## config.mk

```make
export PLATFORM = sky130hd
export DESIGN_NAME = icache_axi_refill_mo
export DESIGN_NICKNAME = d
export VERILOG_FILES = /design/src/rtl/icache_refill_pkg.sv /design/src/rtl/icache_refill_slot.sv /design/src/rtl/icache_axi_refill_mo.sv
export SDC_FILE = /design/constraint.sdc
export NUM_CORES = 1
export LEC_CHECK = 0
export CORE_MARGIN = 4
export CORE_UTILIZATION = 45
export DETAILED_ROUTE_END_ITERATION = 10
export PLACE_DENSITY = 0.79
export SETUP_SLACK_MARGIN = 0.4
export SKIP_CTS_REPAIR_TIMING = 1
export SLEW_MARGIN = 0
export SYNTH_ARGS = -nofsm -noshare
export SYNTH_HDL_FRONTEND = slang
export SYNTH_HIERARCHICAL = 1
export SYNTH_SLANG_ARGS = --single-unit
```

## constraint.sdc

```tcl
create_clock -name clk_i -period 2.2 [get_ports clk_i]
set_clock_uncertainty 0.15 [all_clocks]
set_input_delay 0.44 -clock clk_i [delete_from_list [all_inputs] [get_ports clk_i]]
set_output_delay 0.44 -clock clk_i [all_outputs]
set_load 0.02 [all_outputs]
```

## src/rtl/icache_refill_pkg.sv

```systemverilog
// icache_refill_pkg: shared types and helpers for the I$ AXI refill adapter
package icache_refill_pkg;
  localparam int unsigned DefLineWidth  = 128;
  localparam int unsigned DefPAddrWidth = 56;
  localparam int unsigned DefTidWidth   = 2;
  typedef enum logic [1:0] {S_FREE, S_AR_PEND, S_FILL, S_DONE} slot_state_e;
  typedef struct packed {
    logic [DefPAddrWidth-1:0] paddr;
    logic                     nc;
    logic [DefTidWidth-1:0]   tid;
  } refill_req_t;
  typedef struct packed {
    logic [DefLineWidth-1:0] data;
    logic [DefTidWidth-1:0]  tid;
    logic                    err;
  } refill_rtrn_t;
  function automatic int unsigned beats(input int unsigned line_w, input int unsigned data_w);
    return line_w / data_w;
  endfunction
endpackage

```

## src/rtl/icache_refill_slot.sv

```systemverilog
// icache_refill_slot: one outstanding refill - FSM, beat counter, line buffer, err/kill flags
module icache_refill_slot
  import icache_refill_pkg::*;
#(
  parameter int unsigned LineWidth    = 128,
  parameter int unsigned AxiDataWidth = 64,
  parameter int unsigned TidWidth     = 2
) (
  input  logic                    clk_i,
  input  logic                    rst_ni,
  input  logic                    flush_i,
  input  logic                    alloc_i,
  input  logic                    nc_i,
  input  logic [TidWidth-1:0]     tid_i,
  input  logic                    ar_hs_i,
  input  logic                    beat_i,
  input  logic [AxiDataWidth-1:0] data_i,
  input  logic                    last_i,
  input  logic                    err_i,
  input  logic                    rtrn_hs_i,
  output slot_state_e             state_o,
  output logic [LineWidth-1:0]    data_o,
  output logic [TidWidth-1:0]     tid_o,
  output logic                    err_o
);
  localparam int unsigned Beats = beats(LineWidth, AxiDataWidth);
  localparam int unsigned CntW  = Beats > 1 ? $clog2(Beats) : 1;
  slot_state_e                        r_state;
  logic                               r_killed, r_nc, r_err;
  logic [TidWidth-1:0]                r_tid;
  logic [CntW-1:0]                    r_cnt;
  logic [Beats-1:0][AxiDataWidth-1:0] r_buf;
  logic [CntW-1:0]                    w_idx;
  assign w_idx   = r_nc ? '0 : r_cnt;
  assign state_o = r_state;
  assign data_o  = r_buf;
  assign tid_o   = r_tid;
  assign err_o   = r_err;
  always_ff @(posedge clk_i or negedge rst_ni) begin
    if (!rst_ni) begin
      r_state  <= S_FREE;
      r_killed <= 1'b0;
      r_nc     <= 1'b0;
      r_err    <= 1'b0;
      r_tid    <= '0;
      r_cnt    <= '0;
      r_buf    <= '0;
    end else begin
      case (r_state)
        S_FREE: if (alloc_i) begin
          r_state  <= S_AR_PEND;
          r_killed <= 1'b0;
          r_err    <= 1'b0;
          r_cnt    <= '0;
          r_nc     <= nc_i;
          r_tid    <= tid_i;
        end
        S_AR_PEND: begin
          if (flush_i) r_killed <= 1'b1;
          if (ar_hs_i) r_state <= S_FILL;
        end
        S_FILL: begin
          if (flush_i) r_killed <= 1'b1;
          if (beat_i) begin
            r_buf[w_idx] <= data_i;
            r_cnt        <= r_cnt + 1'b1;
            r_err        <= r_err | err_i;
            if (last_i) r_state <= (r_killed || flush_i) ? S_FREE : S_DONE;
          end
        end
        default: if (flush_i || rtrn_hs_i) r_state <= S_FREE;
      endcase
    end
  end
  // Routed beats must only ever hit a slot that is waiting for data.
  assert property (@(posedge clk_i) disable iff (!rst_ni) beat_i |-> r_state == S_FILL);
endmodule

```

## src/rtl/icache_axi_refill_mo.sv

```systemverilog
// icache_axi_refill_mo: I$ miss/bypass to AXI AR/R refill adapter with NumSlots outstanding lines.
// Optional perf counters (perf_refills_o, perf_lat_max_o) under macro ICACHE_REFILL_PERF_EN.
module icache_axi_refill_mo
  import icache_refill_pkg::*;
#(
  parameter int unsigned LineWidth    = 128,
  parameter int unsigned AxiDataWidth = 64,
  parameter int unsigned PAddrWidth   = 56,
  parameter int unsigned AxiIdWidth   = 4,
  parameter int unsigned AxiIdBase    = 0,
  parameter int unsigned NumSlots     = 2,
  parameter int unsigned TidWidth     = 2
) (
  input  logic                    clk_i,
  input  logic                    rst_ni,
  input  logic                    flush_i,
  input  logic                    req_valid_i,
  output logic                    req_ready_o,
  input  logic [PAddrWidth-1:0]   req_paddr_i,
  input  logic                    req_nc_i,
  input  logic [TidWidth-1:0]     req_tid_i,
  output logic                    ar_valid_o,
  input  logic                    ar_ready_i,
  output logic [PAddrWidth-1:0]   ar_addr_o,
  output logic [7:0]              ar_len_o,
  output logic [2:0]              ar_size_o,
  output logic [AxiIdWidth-1:0]   ar_id_o,
  input  logic                    r_valid_i,
  output logic                    r_ready_o,
  input  logic [AxiDataWidth-1:0] r_data_i,
  input  logic [AxiIdWidth-1:0]   r_id_i,
  input  logic                    r_last_i,
  input  logic [1:0]              r_resp_i,
  output logic                    rtrn_valid_o,
  input  logic                    rtrn_ready_i,
  output logic [LineWidth-1:0]    rtrn_data_o,
  output logic [TidWidth-1:0]     rtrn_tid_o,
  output logic                    rtrn_err_o,
  output logic                    busy_o
`ifdef ICACHE_REFILL_PERF_EN
  ,
  output logic [31:0]             perf_refills_o,
  output logic [15:0]             perf_lat_max_o
`endif
);
  localparam int unsigned Beats = beats(LineWidth, AxiDataWidth);
  localparam int unsigned SlotW = NumSlots > 1 ? $clog2(NumSlots) : 1;
  localparam logic [PAddrWidth-1:0] LineMask = PAddrWidth'(LineWidth / 8 - 1);
  localparam logic [PAddrWidth-1:0] BeatMask = PAddrWidth'(AxiDataWidth / 8 - 1);
  slot_state_e               w_state [NumSlots];
  logic [LineWidth-1:0]      w_data [NumSlots];
  logic [TidWidth-1:0]       w_tid [NumSlots];
  logic [NumSlots-1:0]       w_err, w_free, w_done, w_alloc, w_ar_hs, w_beat, w_rtrn_hs;
  logic [SlotW-1:0]          w_free_idx, w_done_idx, w_rsel, r_ar_slot, r_hold_slot;
  logic [AxiIdWidth-1:0]     w_rslot;
  logic                      w_accept, w_ar_fire, w_rerr, r_ar_valid, r_hold;
  logic [PAddrWidth-1:0]     r_ar_addr;
  logic [7:0]                r_ar_len;
  refill_req_t               w_req;
  refill_rtrn_t              w_rtrn;
  assign w_req       = '{paddr: req_paddr_i, nc: req_nc_i, tid: req_tid_i};
  assign req_ready_o = (|w_free) && (!r_ar_valid || ar_ready_i);
  assign w_accept    = req_valid_i && req_ready_o;
  assign w_ar_fire   = r_ar_valid && ar_ready_i;
  assign w_rslot     = r_id_i - AxiIdWidth'(AxiIdBase);
  assign w_rerr      = r_resp_i inside {2'b10, 2'b11};
  assign w_rsel      = r_hold ? r_hold_slot : w_done_idx;
  assign w_rtrn      = '{data: w_data[w_rsel], tid: w_tid[w_rsel], err: w_err[w_rsel]};
  assign ar_valid_o   = r_ar_valid;
  assign ar_addr_o    = r_ar_addr;
  assign ar_len_o     = r_ar_len;
  assign ar_size_o    = 3'($clog2(AxiDataWidth / 8));
  assign ar_id_o      = AxiIdWidth'(AxiIdBase) + AxiIdWidth'(r_ar_slot);
  assign r_ready_o    = 1'b1;
  assign rtrn_valid_o = |w_done;
  assign rtrn_data_o  = w_rtrn.data;
  assign rtrn_tid_o   = w_rtrn.tid;
  assign rtrn_err_o   = w_rtrn.err;
  assign busy_o       = ~&w_free;
  always_comb begin
    w_free_idx = '0;
    w_done_idx = '0;
    for (int i = int'(NumSlots) - 1; i >= 0; i--) begin
      if (w_free[i]) w_free_idx = SlotW'(i);
      if (w_done[i]) w_done_idx = SlotW'(i);
    end
  end
  for (genvar s = 0; s < NumSlots; s++) begin : g_slot
    assign w_free[s]    = w_state[s] == S_FREE;
    assign w_done[s]    = w_state[s] == S_DONE;
    assign w_alloc[s]   = w_accept && w_free_idx == SlotW'(s);
    assign w_ar_hs[s]   = w_ar_fire && r_ar_slot == SlotW'(s);
    assign w_beat[s]    = r_valid_i && w_rslot == AxiIdWidth'(s);
    assign w_rtrn_hs[s] = rtrn_valid_o && rtrn_ready_i && w_rsel == SlotW'(s);
    icache_refill_slot #(
      .LineWidth(LineWidth), .AxiDataWidth(AxiDataWidth), .TidWidth(TidWidth)
    ) u_slot (
      .clk_i(clk_i), .rst_ni(rst_ni), .flush_i(flush_i),
      .alloc_i(w_alloc[s]), .nc_i(w_req.nc), .tid_i(w_req.tid),
      .ar_hs_i(w_ar_hs[s]), .beat_i(w_beat[s]), .data_i(r_data_i),
      .last_i(r_last_i), .err_i(w_rerr), .rtrn_hs_i(w_rtrn_hs[s]),
      .state_o(w_state[s]), .data_o(w_data[s]), .tid_o(w_tid[s]), .err_o(w_err[s])
    );
  end
  // A presented line stays locked until handshake or flush so data never switches under valid.
  always_ff @(posedge clk_i or negedge rst_ni) begin
    if (!rst_ni) begin
      r_ar_valid  <= 1'b0;
      r_ar_addr   <= '0;
      r_ar_len    <= '0;
      r_ar_slot   <= '0;
      r_hold      <= 1'b0;
      r_hold_slot <= '0;
    end else begin
      if (w_accept) begin
        r_ar_valid <= 1'b1;
        r_ar_addr  <= w_req.nc ? (w_req.paddr & ~BeatMask) : (w_req.paddr & ~LineMask);
        r_ar_len   <= w_req.nc ? 8'd0 : 8'(Beats - 1);
        r_ar_slot  <= w_free_idx;
      end else if (w_ar_fire) begin
        r_ar_valid <= 1'b0;
      end
      r_hold      <= rtrn_valid_o && !rtrn_ready_i && !flush_i;
      r_hold_slot <= w_rsel;
    end
  end
  assert property (@(posedge clk_i) disable iff (!rst_ni) r_valid_i |-> 32'(w_rslot) < NumSlots);
`ifdef ICACHE_REFILL_PERF_EN
  logic [15:0] r_lat [NumSlots];
  always_ff @(posedge clk_i or negedge rst_ni) begin
    if (!rst_ni) begin
      r_lat          <= '{default: '0};
      perf_refills_o <= '0;
      perf_lat_max_o <= '0;
    end else begin
      for (int i = 0; i < int'(NumSlots); i++)
        r_lat[i] <= w_alloc[i] ? 16'd1 :
                    (!w_free[i] && !(rtrn_valid_o && w_rsel == SlotW'(i)) && r_lat[i] != 16'hFFFF) ?
                    r_lat[i] + 16'd1 : r_lat[i];
      if (|w_rtrn_hs) begin
        perf_refills_o <= perf_refills_o + 32'd1;
        if (r_lat[w_rsel] > perf_lat_max_o) perf_lat_max_o <= r_lat[w_rsel];
      end
    end
  end
`endif
endmodule

```

==> impl_metrics.toml <==
[routing]
detail_route.iter0.violations = 340
wl_per_cell_um = 21.9
drt-vias-per-instance = 5.22
drc = 0
drt_wl_total_mm = 39.4
vias = 9369
ant_nets = 0
firstDrtPassIters = 5

[synth]
synth_top_cell_by_area = "dfrtp_1"
synth.distinct_cells = 34
synth_top_area_share_pct = 56.8
synth_xor_area_share_pct = 0
ys_async_sr_fraction_pct = 100
synth_simple_gate_area_share_pct = 2.44
synth_compound_area_share_pct = 1.15
synth_mux_area_share_pct = 35.0
yosysSeqAreaShare_pct = 56.8
yosysWarnings = 6
synth.area.top_cells = "dfrtp_1, mux2_2, mux2_1"
syn_area_per_cell_sq_um = 15.3
synth_flop_cell = "dfrtp_1"
ys_seq_elements = 330
synth_edf_count = 0
synth_top_family_by_area = "multiplexers"
post-synth-top-count-cell = "mux2_2"
synth_cells = 949
synth_area_sq_mm = 0.0145
synthTopCellsByCount = "mux2_2, dfrtp_1, mux2_1, buf_4, buf_6"
synth-adder-area-share_pct = 0.861

[worst_setup_path]
worstSetupPathType = "reg -> out"
startpoint_type = "flip-flop"
cp_max_fo = 9
path_cells = "and2_4, o31ai_4, buf_6, buf_12, clkbuf_16, mux2_2, buf_2"
required_ps = 1610
slowest_stage = "dfrtp_1"
cp-end-kind = "output port"
worstPathArrival_ps = 2390
cpPeakStageDelay_ps = 400

[clock_network]
h-tree-depth = 2
clk_pin_slew_ps = 60
cts_tree = "built"
insertion_delay_ps = 500
cts_buffers = 37
clockRootBuffer = "clkbuf_16"
clock-sinks = 330
cts_buffer_depth = 3

[die]
die_h_um = 188
core_sq_mm = 0.0317
initial_core_util_pct = 45.8
ioPinCount = 344
rows = 65
die_w_um = 188
die_area_sq_mm = 0.0352

[placed_design]
port_buffers = 322
numPlacedInstances = 1698
gp_congestion = 0.793
place_hpwl_mm = 26.3

[run]
maxCapViolCount = 0

[sta]
fmax_ghz = 0.336
slew_viol_final = 0
rsz0062_at_grt = "true"
min_period_ps = 2980
setup_violations = 131
finalHoldViolations = 0
finalCritPeriodShare_pct = 135
layout_setup_ws_ps = -779

[layout]
syn_to_final_growth_pct = 46.4
nets = 1514
post-route-util_pct = 67.1
drive_gt1_share_pct = 53.7
fin_cells = 1796

[global_routing]
grt_max_degree = 56
grt_pass1_wl_mm = 58.3
track_usage_pct = 20.5
grt_overflow = 0
antenna_found_initial = 2
grt_pass1_vias = 10200

[hold_path]
hold_class = "in -> async"

[run_status]
status = "complete, but fails checks"
violations = "setup timing"

[power_and_ir_drop]
p_total_uw = 23300
power.density_mw_per_mm2 = 1100
p_leak_uw = 0.0106
peakVddDrop_uv = 857
-- layout make-up --
class | count | area, sq um
multi-input cells | 563 | 6700
fillers | 2182 | 10400
clock buffers | 56 | 1110
diodes | 2 | 5.00
clock inverters | 8 | 76.3
flip-flops and latches | 330 | 8260
inverters | 8 | 32.5
repair buffers | 427 | 4600
well taps | 402 | 503
-- sequential cells by signal, indices dropped and copies added, names as in the netlist --
name,cells
g_slot.u_slot/data_o,256
ar_addr_o,53
g_slot.u_slot/state_o,4
g_slot.u_slot/tid_o,4
g_slot.u_slot/err_o,2
g_slot.u_slot/r_cnt,2
g_slot.u_slot/r_killed,2
g_slot.u_slot/r_nc,2
ar_len_o,1
ar_valid_o,1
r_ar_slot,1
r_hold,1
r_hold_slot,1
-- logic make-up (layout without fill, tap and decap cells) --
logic type	Yosys count	after routing
compound gates	24	24
fa+ha+maj	10	10
buf+inv	71	499
flops	330	330
mux	452	452
other cells	2	19
simple gates	60	60
-- stage by stage --
step	hold WS [ps]	setup WS (ps)	TNS, ps	cell area (sq um)
2_1_floorplan	-5.59	11.4	0	15300
3_3_place_gp	244	-505	-122770	19400
3_5_place_dp	258	-513	-128930	19400
4_1_cts	-288	-1090	-135580	20500
5_1_grt	327	-850	-100320	21300
6_report	293	-779	-90780	21300
-- final timing paths --
kind | from | slack (ps) | cells after the start | to
min in group clk_i | req_paddr_i[3] | 350 | 3 | ar_addr_o[3]
setup / recovery | g_slot[0].u_slot/state_o[0] | -780 | 7 | rtrn_data_o[23]
hold / removal | rst_ni | 290 | 2 | g_slot[1].u_slot/data_o[123]
hold reg to reg | ar_addr_o[9] | 350 | 1 | ar_addr_o[9]
max in group asynchronous | rst_ni | 860 | 4 | g_slot[0].u_slot/data_o[23]
setup reg to reg | g_slot[0].u_slot/state_o[0] | 50 | 10 | g_slot[0].u_slot/state_o[0]
-- per-layer routing --
metal / wire length [um] / track usage, %
met1: 15600 / 25.5
met2: 19800 / 34.9
met3: 2870 / 6.40
met4: 1090 / 5.42
met5: 8 / 0
-- report_power, final --
part,internal (uW),leakage (uW),switching [uW],total (uW)
sequential,7460,0.00441,885,8340
clock,3600,0.000574,2390,5980
combinational,5020,0.00563,3980,9000
-- worst max-delay path: cells and delay by family (launching register included) --
kind            cells  cell delay (ps)
simple gates        1              150
buf+inv             4              670
mux                 1              360
compound gates      1              310
flops               1              400
-- layout by cell type (no fill, tap or decap), types with 9 or more instances in the layout --
| cell type | netlist | routed |
|---|---|---|
| dfrtp_1 | 330 | 328 |
| mux2_2 | 367 | 227 |
| mux2_4 | 0 | 217 |
| clkdlybuf4s50_1 | 0 | 175 |
| buf_6 | 18 | 76 |
| buf_4 | 33 | 52 |
| clkbuf_16 | 0 | 50 |
| buf_12 | 0 | 30 |
| buf_2 | 11 | 30 |
| dlymetal6s2s_1 | 0 | 25 |
| clkbuf_2 | 0 | 18 |
| conb_1 | 2 | 17 |
| nand2_1 | 17 | 14 |
| clkbuf_1 | 1 | 10 |
| nand2b_1 | 10 | 9 |
| ha_1 | 10 | 9 |
Note: power is estimated with default switching activity, not from simulation.
